===== config.mk =====
export PLATFORM = sky130hd
export DESIGN_NAME = serieller_subtrahierer
export DESIGN_NICKNAME = d
export VERILOG_FILES = /design/src/rtl/serieller_subtrahierer_pkg.sv /design/src/rtl/serieller_subtrahierer_vollsubtrahierer.sv /design/src/rtl/serieller_subtrahierer.sv
export SDC_FILE = /design/constraint.sdc
export NUM_CORES = 1
export LEC_CHECK = 0
export CORE_ASPECT_RATIO = 0.7
export CORE_MARGIN = 4
export CORE_UTILIZATION = 41
export CTS_BUF_LIST = sky130_fd_sc_hd__clkbuf_16
export CTS_CLUSTER_DIAMETER = 80
export DETAILED_ROUTE_END_ITERATION = 16
export PLACE_DENSITY = 0.7
export SLEW_MARGIN = 20
export SYNTH_ARGS = -nofsm -noshare
export SYNTH_HDL_FRONTEND = slang
export SYNTH_SLANG_ARGS = --single-unit

===== constraint.sdc =====
create_clock -name clk -period 1.3 [get_ports clk]
set_input_delay 0.13 -clock clk [delete_from_list [all_inputs] [get_ports clk]]
set_output_delay 0.13 -clock clk [all_outputs]
set_load 0.01 [all_outputs]

===== src/rtl/serieller_subtrahierer_pkg.sv =====
// Shared constants for the bit-serial subtractor: state encoding and default width.
package serieller_subtrahierer_pkg;

  localparam int BREITE_STANDARD = 8;

  localparam logic [1:0] ZUSTAND_LEER    = 2'd0;
  localparam logic [1:0] ZUSTAND_RECHNEN = 2'd1;
  localparam logic [1:0] ZUSTAND_FERTIG  = 2'd2;

  typedef enum logic [1:0] {
    LEER    = ZUSTAND_LEER,
    RECHNEN = ZUSTAND_RECHNEN,
    FERTIG  = ZUSTAND_FERTIG
  } zustand_t;

endpackage


===== src/rtl/serieller_subtrahierer_vollsubtrahierer.sv =====
// Single full-subtractor cell: d = x - y - bin, bout set when the difference goes negative.
module vollsubtrahierer (
  input  logic x,
  input  logic y,
  input  logic bin,
  output logic d,
  output logic bout
);

  assign d    = x ^ y ^ bin;
  assign bout = (~x & y) | (~(x ^ y) & bin);

endmodule


===== src/rtl/serieller_subtrahierer.sv =====
// Bit-serial a - b, LSB first, one bit per clock through a single full-subtractor cell,
// with a start/bereit and fertig/quittung handshake.
module serieller_subtrahierer
  import serieller_subtrahierer_pkg::*;
#(
  parameter int BREITE = BREITE_STANDARD
) (
  input  logic              clk,
  input  logic              rst_n,
  input  logic              start,
  input  logic [BREITE-1:0] a,
  input  logic [BREITE-1:0] b,
  output logic              bereit,
  output logic              fertig,
  input  logic              quittung,
  output logic [BREITE-1:0] differenz,
  output logic              borgen,
  output logic              ueberlauf
);

  localparam int ZW = $clog2(BREITE);
  localparam logic [ZW-1:0] LETZTER = ZW'(BREITE - 1);

  zustand_t          zustand, naechster;
  logic [BREITE-1:0] a_sr, b_sr;
  logic [BREITE-2:0] erg_sr;
  logic [BREITE-1:0] erg_neu;
  logic [ZW-1:0]     zaehler;
  logic              borrow_ff;
  logic              d_bit, bout_bit;

  vollsubtrahierer u_zelle (
    .x   (a_sr[0]),
    .y   (b_sr[0]),
    .bin (borrow_ff),
    .d   (d_bit),
    .bout(bout_bit)
  );

  // Result bits collected so far with the newest bit on top; the full word on the last step.
  assign erg_neu = {d_bit, erg_sr};

  always_ff @(posedge clk or negedge rst_n) begin
    if (!rst_n) zustand <= LEER;
    else        zustand <= naechster;
  end

  always_comb begin
    naechster = zustand;
    bereit    = 1'b0;
    fertig    = 1'b0;
    case (zustand)
      LEER: begin
        bereit = 1'b1;
        if (start) naechster = RECHNEN;
      end
      RECHNEN: begin
        if (zaehler == LETZTER) naechster = FERTIG;
      end
      FERTIG: begin
        fertig = 1'b1;
        if (quittung) naechster = LEER;
      end
      default: naechster = LEER;
    endcase
  end

  // On the last step a_sr[0]/b_sr[0] hold the captured MSBs, so overflow uses them directly.
  always_ff @(posedge clk or negedge rst_n) begin
    if (!rst_n) begin
      a_sr      <= '0;
      b_sr      <= '0;
      erg_sr    <= '0;
      zaehler   <= '0;
      borrow_ff <= 1'b0;
      differenz <= '0;
      borgen    <= 1'b0;
      ueberlauf <= 1'b0;
    end else if (zustand == LEER && start) begin
      a_sr      <= a;
      b_sr      <= b;
      borrow_ff <= 1'b0;
      zaehler   <= '0;
    end else if (zustand == RECHNEN) begin
      a_sr      <= a_sr >> 1;
      b_sr      <= b_sr >> 1;
      erg_sr    <= erg_neu[BREITE-1:1];
      borrow_ff <= bout_bit;
      zaehler   <= zaehler + 1'b1;
      if (zaehler == LETZTER) begin
        differenz <= erg_neu;
        borgen    <= bout_bit;
        ueberlauf <= (a_sr[0] ^ b_sr[0]) & (a_sr[0] ^ d_bit);
      end
    end
  end

endmodule

==> summary.txt <==
RUN STATUS
----------------------------------------------------------------------------------------------------
Status                                                                                  finished with violations
Violated checks                                                                         negative setup slack

WORST SETUP PATH
----------------------------------------------------------------------------------------------------
Worst EP arrival                                                                             1530 ps
Slowest cell on the critical path                                                       sky130_fd_sc_hd__dfrtp_1
Highest net fanout along the worst path                                                            5
Destination of the worst register-to-register timing path                               differenz[2]
Kind of capture point of the worst setup path                                              flip-flop
R2r startpoint                                                                            zaehler[1]
Depth of the worst register-to-register path                                                       4
Critical path cell sequence                                                             ha_2, ha_4, nand3b_4, mux2_4
Internal reg-to-reg setup slack                                                               -70 ps
Path type of the worst setup path                                                       flip-flop to flip-flop
Largest stage delay on the critical path                                                      390 ps
Worst Path Required                                                                          1460 ps
Startpoint type of the worst setup path                                                    flip-flop

LOGIC SYNTHESIS
----------------------------------------------------------------------------------------------------
Ranking of synthesized cells by area                                                    sky130_fd_sc_hd__dfrtp_1, sky130_fd_sc_hd__o22a_1, sky130_fd_sc_hd__mux2_2
Post-synth top area cell                                                                sky130_fd_sc_hd__dfrtp_1
Share of async-settable or async-resettable flops after synthesis                              1.000
Adder-cell share of the synthesized area                                                     0.03367
Synth top cells by count                                                                sky130_fd_sc_hd__dfrtp_1, sky130_fd_sc_hd__o22a_1, sky130_fd_sc_hd__mux2_2, sky130_fd_sc_hd__nand2_1, sky130_fd_sc_hd__o21ai_0
Unique cell type count in the Yosys netlist                                                       27
Share of the synthesized area in the top cell type                                            0.5710
Net count after synthesis                                                                        152
Mux share of post-synthesis cell area                                                        0.09224
Flops & latches, synth                                                                            39
Avg Inst Size Synth                                                                       13.35 um^2
Synth Warn #                                                                                       0
Cells after synthesis                                                                            128
Post-synth EDFFs                                                                                   0
Main combinational cell family by area after synthesis                                  compound AO/OA/AOI/OAI gates
Simple-gate area share of the yosys netlist                                                  0.06662
Main flop type after synthesis                                                          sky130_fd_sc_hd__dfrtp_1
Sequential share of the synthesized area                                                      0.5710
Combined area of all synthesized cells                                                     1709 um^2
Fraction of the mapped netlist area in compound gates                                         0.1874
Xor and xnor area share after synthesis                                                     0.005124
Cell with the most instances after synthesis                                            sky130_fd_sc_hd__dfrtp_1

ROUTE
----------------------------------------------------------------------------------------------------
Average via count per standard cell                                                            5.189
TritonRoute pass-1 iters                                                                           4
Vias after detailed routing                                                                     1266
Detailed-route DRC error count                                                                     0
Detailed-route wire length per cell                                                         16.63 um
Remaining number of nets flagged by the antenna check after routing                                0
First DRT Iteration DRCs                                                                         108
Total wire length                                                                           4.057 mm

GRT
----------------------------------------------------------------------------------------------------
Antenna violations before repair                                                                   0
Global router's overall resource usage                                                        0.1683
Gr ovfl total                                                                                      0
Pin count of the biggest net entering global routing                                              40
Via count of the first global-routing pass                                                      1360
Global-route wire length before repair                                                      6.651 mm

PLACEMENT
----------------------------------------------------------------------------------------------------
Final HPWL DP                                                                               2.585 mm
Total placed instance area                                                                 2192 um^2
Count of buffers inserted at the top-level ports                                                  31
Weighted congestion reported at the end of routability-driven placement                       0.7894

TIMING
----------------------------------------------------------------------------------------------------
Number of failing setup endpoints in the final timing report                                      18
Relative slew slack                                                                           0.6768
Actual slew at the worst max-slew pin                                                       484.7 ps
Final hold violation count                                                                         0
Final-report max-slew violation count                                                              0
Unrepaired setup endpoints after global routing                                                 true
Final period util                                                                              1.056
Minimum setup slack in the final design                                                    -72.70 ps
Fin Clk Skew                                                                                5.222 ps
Max Clk Rate                                                                               728.5 MHz
Min Clock Period, post-route                                                                 1373 ps

FINISH
----------------------------------------------------------------------------------------------------
Finished Core Util                                                                            0.6354
Synth-to-layout area growth                                                                   47.58%
Area of combinational cells with multiple inputs                                          782.0 um^2
Design Area, Final                                                                         2522 um^2
Flip-flop and latch area                                                                  978.4 um^2
# fillers                                                                                        285
Number of nets in the layout                                                                     215
Share of final-layout standard cells stronger than drive strength 1                           0.3854
Diode insertion count for antenna repair                                                           0

FLOW RUN
----------------------------------------------------------------------------------------------------
Total of max-cap violations                                                                        0

CTS
----------------------------------------------------------------------------------------------------
CTS HTree Levels                                                                                   2
Clock latency on the worst-skew pair                                                          280 ps
TritonCTS Buffers                                                                                  5
# clock sinks                                                                                     39
CTS tree                                                                                         yes
Clock tree root buffer cell                                                             sky130_fd_sc_hd__clkbuf_16
Maximum count of clock buffers along a single path                                                 2
Clock-pin slew reported for the worst setup and hold paths after clock tree synthesis          50 ps

FLOORPLANNING
----------------------------------------------------------------------------------------------------
Number of rows created at floorplan                                                               19
Core Region                                                                                3970 um^2
Overall die height                                                                          62.02 um
Number of top-level pins                                                                          32
Starting utilization of the core area                                                         0.4305
Die area                                                                                   5282 um^2
Horizontal die dimension                                                                    85.17 um

HOLD PATH
----------------------------------------------------------------------------------------------------
Hold Crit Class                                                                         input pin to asynchronous set/reset pin

POWER AND IR DROP
----------------------------------------------------------------------------------------------------
Peak supply drop                                                                            1.027 mV
Areal power density over the cells                                                      2510 nW/um^2
Static leakage power                                                                        1.188 nW

==> how the worst max path moves through the flow <==
stage | cells past startpoint | end | start | slack (ps)
2_1_floorplan | 5 | borgen | zaehler[0] | -60
3_3_place_gp | 4 | b_sr[6] | start | -340
3_5_place_dp | 4 | b_sr[6] | start | -380
4_1_cts | 4 | differenz[2] | zaehler[0] | -60
5_1_grt | 3 | ueberlauf | borrow_ff | -140
6_report | 4 | differenz[2] | zaehler[1] | -70
==> cells by family after synthesis <==
family | Yosys count
AND/OR/NAND/NOR | 19
buffers and inverters | 11
flip-flops | 39
XOR/XNOR | 1
adder cells (fa/ha/maj) | 4
multiplexers | 14
AO/OA/AOI/OAI | 40
==> registers in the layout (all words and copies together), names as in the netlist <==
signal and cells:
a_sr 8, b_sr 8, differenz 8, erg_sr 7, zaehler 3, zustand 2, borgen 1, borrow_ff 1
ueberlauf 1
==> worst max-delay path: cells and delay by family, from the launching register on <==
family / cells / cell delay (ps)
DFF: 1 / 390
and+or+nand+nor: 1 / 140
muxes: 1 / 320
adders and majority gates: 2 / 400
==> timing repair <==
item | in CTS | in global routing
buffers inserted | 5 | 6
cloned | 2 | 0
hold endpoints to repair | 39 | 0
hold buffers | 1 | 0
setup endpoints to repair | 45 | 34
pin swaps | 1 | 6
gates resized for setup | 33 | 14
==> report_power, final <==
| group | total [mW] | switching [mW] | leakage [nW] | internal, mW |
|---|---|---|---|---|
| Clock | 1.15 | 0.454 | 0.0710 | 0.699 |
| Combinational | 2.99 | 1.18 | 0.646 | 1.81 |
| Sequential | 2.19 | 0.385 | 0.471 | 1.80 |
| Total | 6.33 | 2.02 | 1.19 | 4.31 |
==> cell usage in the layout (no fill, tap or decap), drive strengths merged <==
cell,netlist,final
o31ai,1,1
o221a,1,1
nor2b,1,1
nand2,8,8
clkinv,0,1
inv,3,4
dlygate4sd2,0,9
clkdlybuf4s50,0,18
o22a,22,22
buf,8,33
mux2,14,14
clkinvlp,0,1
nand2b,4,5
fa,1,1
a32o,1,1
o21ai,8,8
clkbuf,0,5
nand3b,2,3
nor2,4,4
a21oi,1,1
a221o,2,2
dlygate4sd3,0,1
ha,3,3
o21bai,1,1
dlymetal6s2s,0,1
a22o,3,3
dfrtp,39,39
xor2,1,1
==> routing by layer <==
metal,global-route usage,share of wire
met1,0.2109,0.43
met4,0.07901,0.018
met5,0,0
met3,0.03821,0.044
met2,0.2854,0.51
==> per-stage QoR <==
| stage | setup TNS (ps) | instances | setup WS, ps | power [mW] | hold slack, ps |
|---|---|---|---|---|---|
| after floorplan | -317.8 | 128 | -58.05 | 3.714 | -165.6 |
| after global placement | -3814 | 222 | -340.3 | 4.576 | 200.9 |
| after detailed placement | -5156 | 222 | -384.9 | 4.720 | 205.0 |
| after CTS | -349.8 | 238 | -64.53 | 6.103 | 445.7 |
| after global routing | -1284 | 244 | -140.0 | 6.749 | 434.4 |
| final | -643.3 | 244 | -72.70 | 6.330 | 432.7 |
==> layout make-up <==
class / count / area share
Sequential cell: 39 / 0.3879
Multi-Input combinational cell: 80 / 0.3100
Timing Repair Buffer: 62 / 0.2158
Clock buffer: 5 / 0.04960
Tap cell: 52 / 0.02579
Clock inverter: 3 / 0.006448
Inverter: 3 / 0.004464
(Power assumes the default switching activity.)
